### src/rtl/scan_sel_gen.sv
// Scan controller for a multiplexed 8-digit display. It steps a 3-bit digit
// select at a programmable rate and presents that digit's segment byte from a
// host-written buffer. Segments are blanked for a short window after every
// digit change so the previous digit does not ghost onto the next one.
module scan_sel_gen #(
  parameter int unsigned DIV_W     = 16,
  parameter int unsigned BLANK_CYC = 4,
  parameter bit          SEL_POL   = 1'b0
) (
  input  logic             i_clk,
  input  logic             i_rst_n,
  input  logic             i_en,
  input  logic [DIV_W-1:0] i_div,
  input  logic [2:0]       i_last,
  input  logic             i_wr,
  input  logic [2:0]       i_waddr,
  input  logic [7:0]       i_wdata,
  output logic [2:0]       o_sel,
  output logic             o_opt,
  output logic [7:0]       o_seg,
  output logic             o_blank,
  output logic             o_frame
);

  localparam logic [7:0] LP_BLANK   = 8'(BLANK_CYC);
  localparam logic [7:0] LP_SEG_OFF = 8'hFF;

  logic [DIV_W-1:0] r_cnt;
  logic [2:0]       r_sel;
  logic             r_frame;
  logic             r_en_q;
  logic [7:0]       r_blank_cnt;
  logic             r_blank;
  logic [7:0]       r_seg;
  logic [7:0]       r_buf [8];

  logic       w_tick;
  logic       w_wrap;
  logic       w_start;
  logic [2:0] w_sel_nxt;

  // Tick detection, next digit select and blank-window start condition.
  always_comb begin
    w_tick    = i_en && (r_cnt >= i_div);
    // >= so an i_last lowered below the current digit still wraps.
    w_wrap    = (r_sel >= i_last);
    w_sel_nxt = r_sel;
    if (w_tick) begin
      w_sel_nxt = w_wrap ? 3'd0 : r_sel + 3'd1;
    end
    // Re-enabling is treated like a digit change so the display comes up
    // through the same blanking window.
    w_start   = i_en && (w_tick || !r_en_q);
  end

  // Prescaler: counts while enabled, clears on tick or when disabled.
  always_ff @(posedge i_clk) begin
    if (!i_rst_n) begin
      r_cnt <= '0;
    end else if (!i_en || w_tick) begin
      r_cnt <= '0;
    end else begin
      r_cnt <= r_cnt + 1'b1;
    end
  end

  // Digit select, frame pulse and previous-enable tracking.
  always_ff @(posedge i_clk) begin
    if (!i_rst_n) begin
      r_sel   <= 3'd0;
      r_frame <= 1'b0;
      r_en_q  <= 1'b0;
    end else begin
      r_sel   <= w_sel_nxt;
      r_frame <= w_tick && w_wrap;
      r_en_q  <= i_en;
    end
  end

  // Segment buffer; reset has priority so a write during reset is discarded.
  always_ff @(posedge i_clk) begin
    if (!i_rst_n) begin
      r_buf <= '{default: LP_SEG_OFF};
    end else if (i_wr) begin
      r_buf[i_waddr] <= i_wdata;
    end
  end

  // Blank window countdown and registered segment output.
  always_ff @(posedge i_clk) begin
    if (!i_rst_n) begin
      r_blank_cnt <= 8'd0;
      r_blank     <= 1'b1;
      r_seg       <= LP_SEG_OFF;
    end else if (!i_en) begin
      r_blank_cnt <= 8'd0;
      r_blank     <= 1'b1;
      r_seg       <= LP_SEG_OFF;
    end else if (w_start) begin
      r_blank_cnt <= LP_BLANK;
      if (LP_BLANK == 8'd0) begin
        r_blank <= 1'b0;
        r_seg   <= r_buf[w_sel_nxt];
      end else begin
        r_blank <= 1'b1;
        r_seg   <= LP_SEG_OFF;
      end
    end else if (r_blank_cnt != 8'd0) begin
      r_blank_cnt <= r_blank_cnt - 8'd1;
      if (r_blank_cnt == 8'd1) begin
        r_blank <= 1'b0;
        r_seg   <= r_buf[r_sel];
      end
    end else if (!r_blank) begin
      // Refresh every cycle so buffer writes reach the display.
      r_seg <= r_buf[r_sel];
    end
  end

  assign o_sel   = r_sel;
  assign o_opt   = SEL_POL;
  assign o_seg   = r_seg;
  assign o_blank = r_blank;
  assign o_frame = r_frame;

endmodule

### config.mk
export PLATFORM = sky130hd
export DESIGN_NAME = scan_sel_gen
export DESIGN_NICKNAME = d
export VERILOG_FILES = /design/src/rtl/scan_sel_gen.sv
export SDC_FILE = /design/constraint.sdc
export NUM_CORES = 1
export LEC_CHECK = 0
export ABC_AREA = 1
export BUFFER_PORTS_ARGS = -buffer_cell sky130_fd_sc_hd__buf_2
export CORE_ASPECT_RATIO = 0.9
export CORE_MARGIN = 3
export CORE_UTILIZATION = 33
export DETAILED_ROUTE_END_ITERATION = 12
export HOLD_SLACK_MARGIN = 0.1
export PLACE_DENSITY = 0.53
export RECOVER_POWER = 50
export REMOVE_ABC_BUFFERS = 1
export SLEW_MARGIN = 10
export SYNTH_ARGS = -nofsm -noshare
export SYNTH_HDL_FRONTEND = slang
export SYNTH_SLANG_ARGS = --single-unit
### constraint.sdc
create_clock -name i_clk -period 3.2 [get_ports i_clk]
set_input_delay 0.48 -clock i_clk [delete_from_list [all_inputs] [get_ports i_clk]]
set_output_delay 0.48 -clock i_clk [all_outputs]
set_load 0.01 [all_outputs]
==> reports/results.tsv, run 1 <==
metric	value	unit
start_util	34.3	%
ys_seq_area_share	39.9	%
grt_pass1_wl	21.3	mm
ys_async_sr_fraction	0	%
cts_sinks	102	
power_switching	0.612	mW
rrSetupSlack	1.17	ns
slowest_stage	clkbuf_1	
cts_tree	built	
area_delta_synth_final	13.0	%
cp_cell_sequence	buf_2 -> clkbuf_1 -> o211ai_1	
postCtsResizedCells	0	
synth_area_leaders	dfxtp_1, nand2_1, o21ai_0, inv_1, nand3_1	
combinationalPowerShare	7.4	%
cp-start-kind	primary input	
routed_via_density	4.87	
fillers	1611	
worstRegToRegCells	7	
drive_gt1_share	9.56	%
finalCritPeriodShare	68.7	%
cts_made_buffers	9	
place_ws	1.12	ns
cts_hold_buf	0	
postLayoutSetupSlackWorst	1.00	ns
p_int	2.09	mW
ys_types	39	
synth_edf_count	0	
cts_max_level	3	
grt_max_degree	53	
rr_endpoint	o_sel[0]$_SDFFE_PN0P_	
synth_common_cells	nand2_1, dfxtp_1, inv_1, o21ai_0, nor2_1	
dp_hpwl	9.14	mm
cp_max_fo	32	
yosys_most_used_dff	dfxtp_1	
crit_type	primary input to flop	
place.gp.congestion	0.813	
slew_violations	0	
rsz0062_at_grt	no	
clk_pin_slew_worst_paths	0.07	ns
pwr-share-clk	43.9	%
reg2reg_from	o_sel[2]$_SDFFE_PN0P_	
row_count	42	
hold_path.class	flop to flop	
design.core.area	14900	µm²
postSynthCellCount	719	
synth_top_area_share	39.9	%
worstSetupEndpointType	flop	
synth_area_per_cell	7.11	µm²
firstDrtPassIters	4	
num-nets-final	806	
required	3.35	ns
first_global_vias	4333	
final.min_clock_period	2.20	ns
finalWirelength	13.0	mm
netlist_area	5110	µm²
tns	0	ns
total_power	2.70	mW
status	finished clean	
min_to	r_buf[59]$_SDFFE_PN1P_	
route.vias.total	4633	
wl_per_cell	13.7	µm
antenna_cells	0	
postCtsSetupBuffers	0	
antenna_found_initial	0	
max_slew.worst_pin.slew	1.48	ns
yosysWarnings	0	
die_w	137	µm
numPortBuffers	46	
pwr-share-seq	48.7	%
hp-start	r_buf[59]$_SDFFE_PN1P_	
slowest_delay	1.14	ns
finClkSkew	0.00698	ns
yosysMostFrequentCell	nand2_1	
peakVddDrop	0.289	mV
first_iter_violations	322	
finalSetupViolCount	0	
clockBufferDepth	2	
yosysTopAreaCell	dfxtp_1	
insertion_delay	0.34	ns
crit_arrival	2.35	ns
multiInputGateArea	2590	µm²
maxSlewHeadroom	1.11	%
p_leak	2.67	nW
hold_viol_final	0	
seq_area	2040	µm²
detail-route-antenna-nets	0	
fp.dieH	124	µm
drc	0	
ys_seq_elements	102	
grt-ovfl-total	0	
drv_cap	0	
max_freq	0.455	GHz
io_pins	48	
hold_depth	2	
p_sw_share	22.7	%
grt_usage	15.8	%
die_area	17000	µm²
clockRootBuffer	clkbuf_16	
power_density	468	nW/µm²
==> flip-flops by register name, indices dropped and copies added, names as in the netlist <==
| register | flops |
|---|---|
| o_blank | 1 |
| o_frame | 1 |
| o_seg | 8 |
| o_sel | 3 |
| r_blank_cnt | 8 |
| r_buf | 64 |
| r_cnt | 16 |
| r_en_q | 1 |
==> cell families (layout without fill, tap and decap cells) <==
family	Yosys count	in the layout	synth area share, %
adder cells (fa/ha/maj)	23	23	5.63
XOR/XNOR	10	10	1.71
buffers and inverters	121	155	9.32
other	1	1	0.0733
AND/OR/NAND/NOR	322	322	28.2
flip-flops	102	102	39.9
AO/OA/AOI/OAI	140	140	15.1
==> final cells by class <==
type                       count  area share (%)
multi-input combinational    496            44.8
sequential                   102            35.3
inverter                      89            5.78
clock buffer                  11            4.37
tap                          198            4.29
timing repair buffer          51            4.18
clock inverter                 4            1.21
==> critical path, delay by kind of cell <==
family	cells	cell delay, ns
buf+inv	2	1.62
compound gates	1	0.22
==> through the flow <==
step,cell area [µm²],instances,utilization (%),hold WS (ns)
floorplan,4970,687,-,0.424
global placement,5490,936,36.8,0.434
detailed placement,5490,936,36.8,0.440
CTS,5810,951,38.9,0.444
global route,5780,951,38.7,0.470
finish,5780,951,38.7,0.454
==> routing by layer <==
layer	global-route usage, %	wire (µm)	vias to the layer above
li1	-	-	2393
met1	22.0	6490	2139
met2	24.9	5810	91
met3	3.39	579	10
met4	3.93	113	0
met5	0	0	-
==> power groups by stage <==
stage | Combinational [mW] | Sequential, mW | Clock (mW)
2_1_floorplan | 0.121 | 1.34 | 0
3_3_place_gp | 0.195 | 1.34 | 0
3_5_place_dp | 0.201 | 1.34 | 0
4_1_cts | 0.202 | 1.32 | 1.22
5_1_grt | 0.230 | 1.32 | 1.26
6_report | 0.199 | 1.32 | 1.19
==> layout by cell type, fill, tap and decap left out, types with 2 or more instances in the layout <==
cell type,n
clkbuf_16,9
clkbuf_8,2
dfxtp_1,102
nor2_8,2
bufinv_16,2
a21oi_1,39
xor2_1,5
xnor2_1,5
nand2_1,168
clkbuf_1,15
o211ai_1,24
nor3_1,10
buf_2,34
a21oi_2,2
clkinv_2,2
o21ai_0,67
inv_2,3
ha_1,23
nand2_4,3
o21ai_1,6
nand4_1,4
buf_4,2
nand2_2,2
inv_1,85
nand3_1,58
nor2_1,64
==> worst max path at each step <==
stage	startpoint	endpoint	slack [ns]	cells past startpoint
2_1_floorplan	o_sel[0]$_SDFFE_PN0P_	o_sel[0]$_SDFFE_PN0P_	0.98	7
3_3_place_gp	i_div[7]	o_seg[6]$_SDFFE_PP1P_	1.17	13
3_5_place_dp	i_div[5]	o_seg[7]$_SDFFE_PP1P_	1.12	13
4_1_cts	r_cnt[7]$_SDFF_PP0_	o_seg[2]$_SDFFE_PP1P_	1.34	11
5_1_grt	i_rst_n	r_buf[23]$_SDFFE_PN1P_	0.83	3
6_report	i_rst_n	r_buf[48]$_SDFFE_PN1P_	1.00	3
No activity file was read; power rests on OpenSTA's default activity.
==> run 2: changes to the inputs <==
PLACE_DENSITY = 0.55   (was 0.53)
clock period = 1.8 ns   (was 3.2 ns; I/O delays follow)
==> reports/results.tsv, run 2 (same netlist as run 1, synthesis figures left out) <==
metric	value	unit	change
finalCritPeriodShare	93.1	%	
clk_pin_slew_worst_paths	0.06	ns	about the same
first_iter_violations	372		+16%
io_pins	48		unchanged
antenna_found_initial	0		unchanged
cp_max_fo	9		-72%
cts_sinks	102		unchanged
row_count	42		unchanged
cts_tree	built		
wl_per_cell	12.7	µm	-7.3%
die_w	137	µm	unchanged
required	2.03	ns	-1.32 ns
num-nets-final	830		+3.0%
crit_arrival	1.90	ns	-0.45 ns
die_area	17000	µm²	unchanged
design.core.area	14900	µm²	unchanged
area_delta_synth_final	17.7	%	
cts_max_level	3		unchanged
grt-ovfl-total	0		unchanged
insertion_delay	0.34	ns	about the same
maxSlewHeadroom	53.5	%	+52 points
peakVddDrop	0.547	mV	+89%
start_util	34.3	%	unchanged
hold_path.class	primary input to flop		
largest_register_ffs	64		unchanged
cp-start-kind	flop		
status	finished clean		
crit_type	flop to flop		
numPortBuffers	46		unchanged
postCtsSetupBuffers	0		unchanged
first_global_vias	4219		-2.6%
routed_via_density	4.73		-2.9%
mostFrequentLayoutCells	nand2_1, dfxtp_1, inv_1, o21ai_0, nor2_1		
dpl.cell_count	960		+2.6%
layout_commonest_cell	nand2_1		
rsz0062_at_grt	yes		
firstDrtPassIters	5		+1
dp_hpwl	8.77	mm	-4.1%
fin_cells	974		+2.4%
fp.dieH	124	µm	unchanged
grt_pass1_wl	20.8	mm	-2.6%
top_regs	r_buf x64, r_cnt x16		
route.vias.total	4606		-0.58%
drv_cap	0		unchanged
power_density	760	nW/µm²	+63%
final.min_clock_period	1.68	ns	
slew_violations	0		unchanged
max_freq	0.597	GHz	
drive_gt1_share	14.3	%	+4.7 points
antenna_cells	0		unchanged
cts_made_buffers	9		unchanged
place.gp.congestion	0.767		-5.7%
clockRootBuffer	clkbuf_16		
detail-route-antenna-nets	0		unchanged
hold_viol_final	0		unchanged
finalWirelength	12.3	mm	-5.1%
worstSetupEndpointType	flop		
clockBufferDepth	2		unchanged
grt_max_degree	38		-28%
max_slew.worst_pin.slew	0.697	ns	-0.787 ns
finalSetupViolCount	0		unchanged
top_register	r_buf		
grt_usage	15.4	%	-0.40 points
drc	0		unchanged
finClkSkew	0.00693	ns	-0.0000502 ns
p_leak	2.79	nW	+4.6%
tns	0	ns	unchanged
[run 2: cell types whose count changed in the layout (fill, tap and decap cells not counted), sizes merged]
cell    previous run  this run
buf               36        68
clkbuf            26        19
bufinv             2         1
clkinv             3         2
[run 2: stage by stage]
step	area (µm²)	util, %	setup slack (ns)	hold WS, ns	total power, mW
final	6020	40.3	0.125	0.258	4.58
after global routing	6020	40.3	-0.0124	0.258	4.80
after CTS	5980	40.0	0.0262	0.232	4.64
after detailed placement	5710	38.2	0.00799	0.437	2.76
after global placement	5710	38.2	0.0574	0.433	2.76
after floorplan	4970	-	-0.424	0.354	2.60
[run 2: where the power goes]
part | leakage, nW | switching, mW | internal (mW) | total (mW)
Combinational | 1.83 | 0.236 | 0.136 | 0.372
Clock | 0.132 | 0.804 | 1.06 | 1.87
Sequential | 0.832 | 0.0242 | 2.31 | 2.34
Total | 2.79 | 1.06 | 3.51 | 4.58
[run 2: final cells by class]
type / count / area [µm²]
repair buffers: 75 / 467
flip-flops and latches: 102 / 2050
inverters: 89 / 337
multi-input cells: 496 / 2650
fillers: 1601 / 8910
well taps: 198 / 248
clock inverters: 2 / 35.0
clock buffers: 12 / 236
[run 2: worst paths after layout]
kind | from | end | slack, ns | cells after the start
max | r_cnt[11]$_SDFF_PP0_ | o_seg[1]$_SDFFE_PP1P_ | 0.12 | 8
max reg2reg | r_cnt[11]$_SDFF_PP0_ | o_seg[1]$_SDFFE_PP1P_ | 0.12 | 8
min | i_rst_n | o_sel[1]$_SDFFE_PN0P_ | 0.26 | 3
min reg2reg | r_buf[59]$_SDFFE_PN1P_ | r_buf[59]$_SDFFE_PN1P_ | 0.45 | 2
[run 2: per-layer routing]
layer / track usage, % / share of wire (%)
met5: 0 / 0
met4: 2.87 / 0.69
met3: 4.24 / 5.3
met2: 22.8 / 42
met1: 22.5 / 52
[run 2: what timing repair did]
action | 4_1_cts | 5_1_grt
setup endpoints to repair | 0 | 33
hold buffers | 0 | 0
hold endpoints to repair | 0 | 0
gates resized for setup | 0 | 16
[run 2: critical path, cell delays in order (launching register included)]
cell and delay (ns):
dfxtp_1 0.32, ha_1 0.30, a21oi_1 0.14, o21ai_1 0.11, a21oi_2 0.21, nand2_4 0.11, nor3_4 0.16, buf_12 0.15
nand3_1 0.06
==> run 3: changes to the inputs <==
==> constraint.sdc (replaced) <==
create_clock -name i_clk -period 1.8 [get_ports i_clk]
set_input_delay 0.36 -clock i_clk [delete_from_list [all_inputs] [get_ports i_clk]]
set_output_delay 0.36 -clock i_clk [all_outputs]
set_load 0.01 [all_outputs]
==> reports/results.tsv, run 3 (same netlist as run 1, synthesis figures left out) <==
metric	value	unit	change
status	finished clean		
wl_per_cell	12.8	µm	+1.1%
rrSetupSlack	0.14	ns	about the same
crit_type	flop to flop		
postCtsSetupBuffers	0		unchanged
start_util	34.3	%	unchanged
hold_viol_final	0		unchanged
first_iter_violations	267		-28%
final_area	6040	µm²	+0.29%
pwr-share-seq	51.1	%	about the same
fin_cells	976		+0.21%
power_density	758	nW/µm²	-0.32%
tns	0	ns	unchanged
cts_made_buffers	9		unchanged
maxSlewHeadroom	31.2	%	-22 points
finalCritPeriodShare	92.4	%	-0.68 points
mostFrequentLayoutCells	nand2_1, dfxtp_1, inv_1, o21ai_0, nor2_1		
numPortBuffers	46		unchanged
worstSetupEndpointType	flop		
layout_commonest_cell	nand2_1		
drv_cap	0		unchanged
setup.worst_path.start	r_cnt[15]$_SDFF_PP0_		
cts_max_level	3		unchanged
row_count	42		unchanged
largest_register_ffs	64		unchanged
io_pins	48		unchanged
rr_endpoint	o_sel[1]$_SDFFE_PN0P_		
grt_max_degree	38		unchanged
antenna_cells	0		unchanged
hp-start	i_en		
antenna_found_initial	0		unchanged
detail-route-antenna-nets	0		unchanged
combinationalPowerShare	8.2	%	about the same
die_w	137	µm	unchanged
dp_hpwl	8.83	mm	+0.75%
cp_max_fo	5		-4
hold_depth	3		unchanged
route.vias.total	4628		+0.48%
die_area	17000	µm²	unchanged
rsz0062_at_grt	no		
routed_via_density	4.74		+0.27%
hold_path.class	primary input to flop		
clockRootBuffer	clkbuf_16		
place_area	5710	µm²	+0.13%
insertion_delay	0.35	ns	about the same
clk_pin_slew_worst_paths	0.07	ns	about the same
finalWirelength	12.5	mm	+1.3%
power_switching	1.12	mW	+5.0%
grt_usage	15.4	%	+0.037 points
clockBufferDepth	2		unchanged
fp.dieH	124	µm	unchanged
cts_tree	built		
final.min_clock_period	1.66	ns	-0.0123 ns
required	2.09	ns	+0.06 ns
place.gp.congestion	0.780		+1.7%
top_register	r_buf		
p_leak	2.81	nW	+0.48%
reg2reg_from	r_cnt[15]$_SDFF_PP0_		
p_int	3.46	mW	-1.6%
num-nets-final	831		+0.12%
drive_gt1_share	14.9	%	+0.61 points
firstDrtPassIters	4		-1
grt-ovfl-total	0		unchanged
top_regs	r_buf x64, r_cnt x16		
crit_arrival	1.96	ns	+0.06 ns
min_to	o_frame$_SDFF_PN0_		
cp-start-kind	flop		
max_freq	0.601	GHz	+0.74%
p_sw_share	24.4	%	+1.2 points
peakVddDrop	0.471	mV	-14%
grt_pass1_wl	21.0	mm	+1.1%
finalSetupViolCount	0		unchanged
area_delta_synth_final	18.0	%	
postLayoutSetupSlackWorst	0.137	ns	+0.0123 ns
finClkSkew	0.00775	ns	+0.000819 ns
drc	0		unchanged
slew_violations	0		unchanged
pwr-share-clk	40.7	%	about the same
first_global_vias	4249		+0.71%
design.core.area	14900	µm²	unchanged
dpl.cell_count	961		+0.10%
place_ws	-0.0739	ns	-0.0819 ns
cts_sinks	102		unchanged
worstRegToRegCells	10		+2
max_slew.worst_pin.slew	1.03	ns	+0.335 ns
-- run 3: changes by cell type in the layout (fill, tap and decap cells not counted) --
cell and delta:
a21oi_2 -1, nor3_1 -2, clkbuf_1 -2, buf_4 +1
a21oi_1 +1, clkinv_2 +1, nor3_2 +2, clkbuf_8 +2
inv_6 +1, bufinv_16 -1
-- run 3: repair_timing --
| item | CTS | global route |
|---|---|---|
| gates resized for setup | 0 | 17 |
| endpoints found under the setup margin | 0 | 34 |
| hold buffers | 0 | 0 |
| hold endpoints to repair | 0 | 0 |
-- run 3: cell type report --
| cell class | instances | area (µm²) |
|---|---|---|
| timing repair buffer | 76 | 474 |
| fill | 1641 | 8890 |
| inverter | 89 | 337 |
| multi-input combinational | 496 | 2660 |
| sequential | 102 | 2050 |
| tap | 198 | 248 |
| clock buffer | 12 | 256 |
| clock inverter | 3 | 18.8 |
-- run 3: stage by stage --
step / power, mW / hold slack (ns) / util, %
2_1_floorplan: 2.60 / 0.424 / -
3_3_place_gp: 2.76 / 0.433 / 38.3
3_5_place_dp: 2.76 / 0.437 / 38.3
4_1_cts: 4.63 / 0.309 / 40.1
5_1_grt: 4.77 / 0.352 / 40.4
6_report: 4.57 / 0.334 / 40.4
-- run 3: critical path: stages (launching register included) --
cell and delay [ns]:
dfxtp_1 0.33, ha_1 0.29, nand2_1 0.08, nor3_1 0.30
nand2_2 0.11, nand2_4 0.11, buf_4 0.15, nand2_2 0.06
nand2_1 0.06, nand2_1 0.04, nor2_1 0.08
-- run 3: power by group through the flow --
| stage | registers, mW | logic, mW | clock network, mW |
|---|---|---|---|
| floorplan | 2.38 | 0.215 | 0 |
| global placement | 2.39 | 0.373 | 0 |
| detailed placement | 2.39 | 0.372 | 0 |
| CTS | 2.34 | 0.375 | 1.92 |
| global route | 2.34 | 0.435 | 2.00 |
| finish | 2.34 | 0.374 | 1.86 |
-- run 3: worst max path at each step --
stage                            end  slack [ns]  cells after the start
2_1_floorplan  o_sel[0]$_SDFFE_PN0P_       -0.42                      7
3_3_place_gp   o_sel[1]$_SDFFE_PN0P_       -0.03                     12
3_5_place_dp   o_sel[1]$_SDFFE_PN0P_       -0.07                     12
4_1_cts        o_sel[1]$_SDFFE_PN0P_        0.08                     14
5_1_grt        o_sel[1]$_SDFFE_PN0P_       0.003                     13
6_report       o_sel[1]$_SDFFE_PN0P_        0.14                     10
-- run 3: per-layer routing --
layer / global-route usage, % / vias up / part of all wire (%)
li1: - / 2441 / -
met5: 0 / - / 0
met3: 4.04 / 11 / 5.2
met1: 22.3 / 2075 / 52
met2: 23.2 / 101 / 42
met4: 3.18 / 0 / 0.93
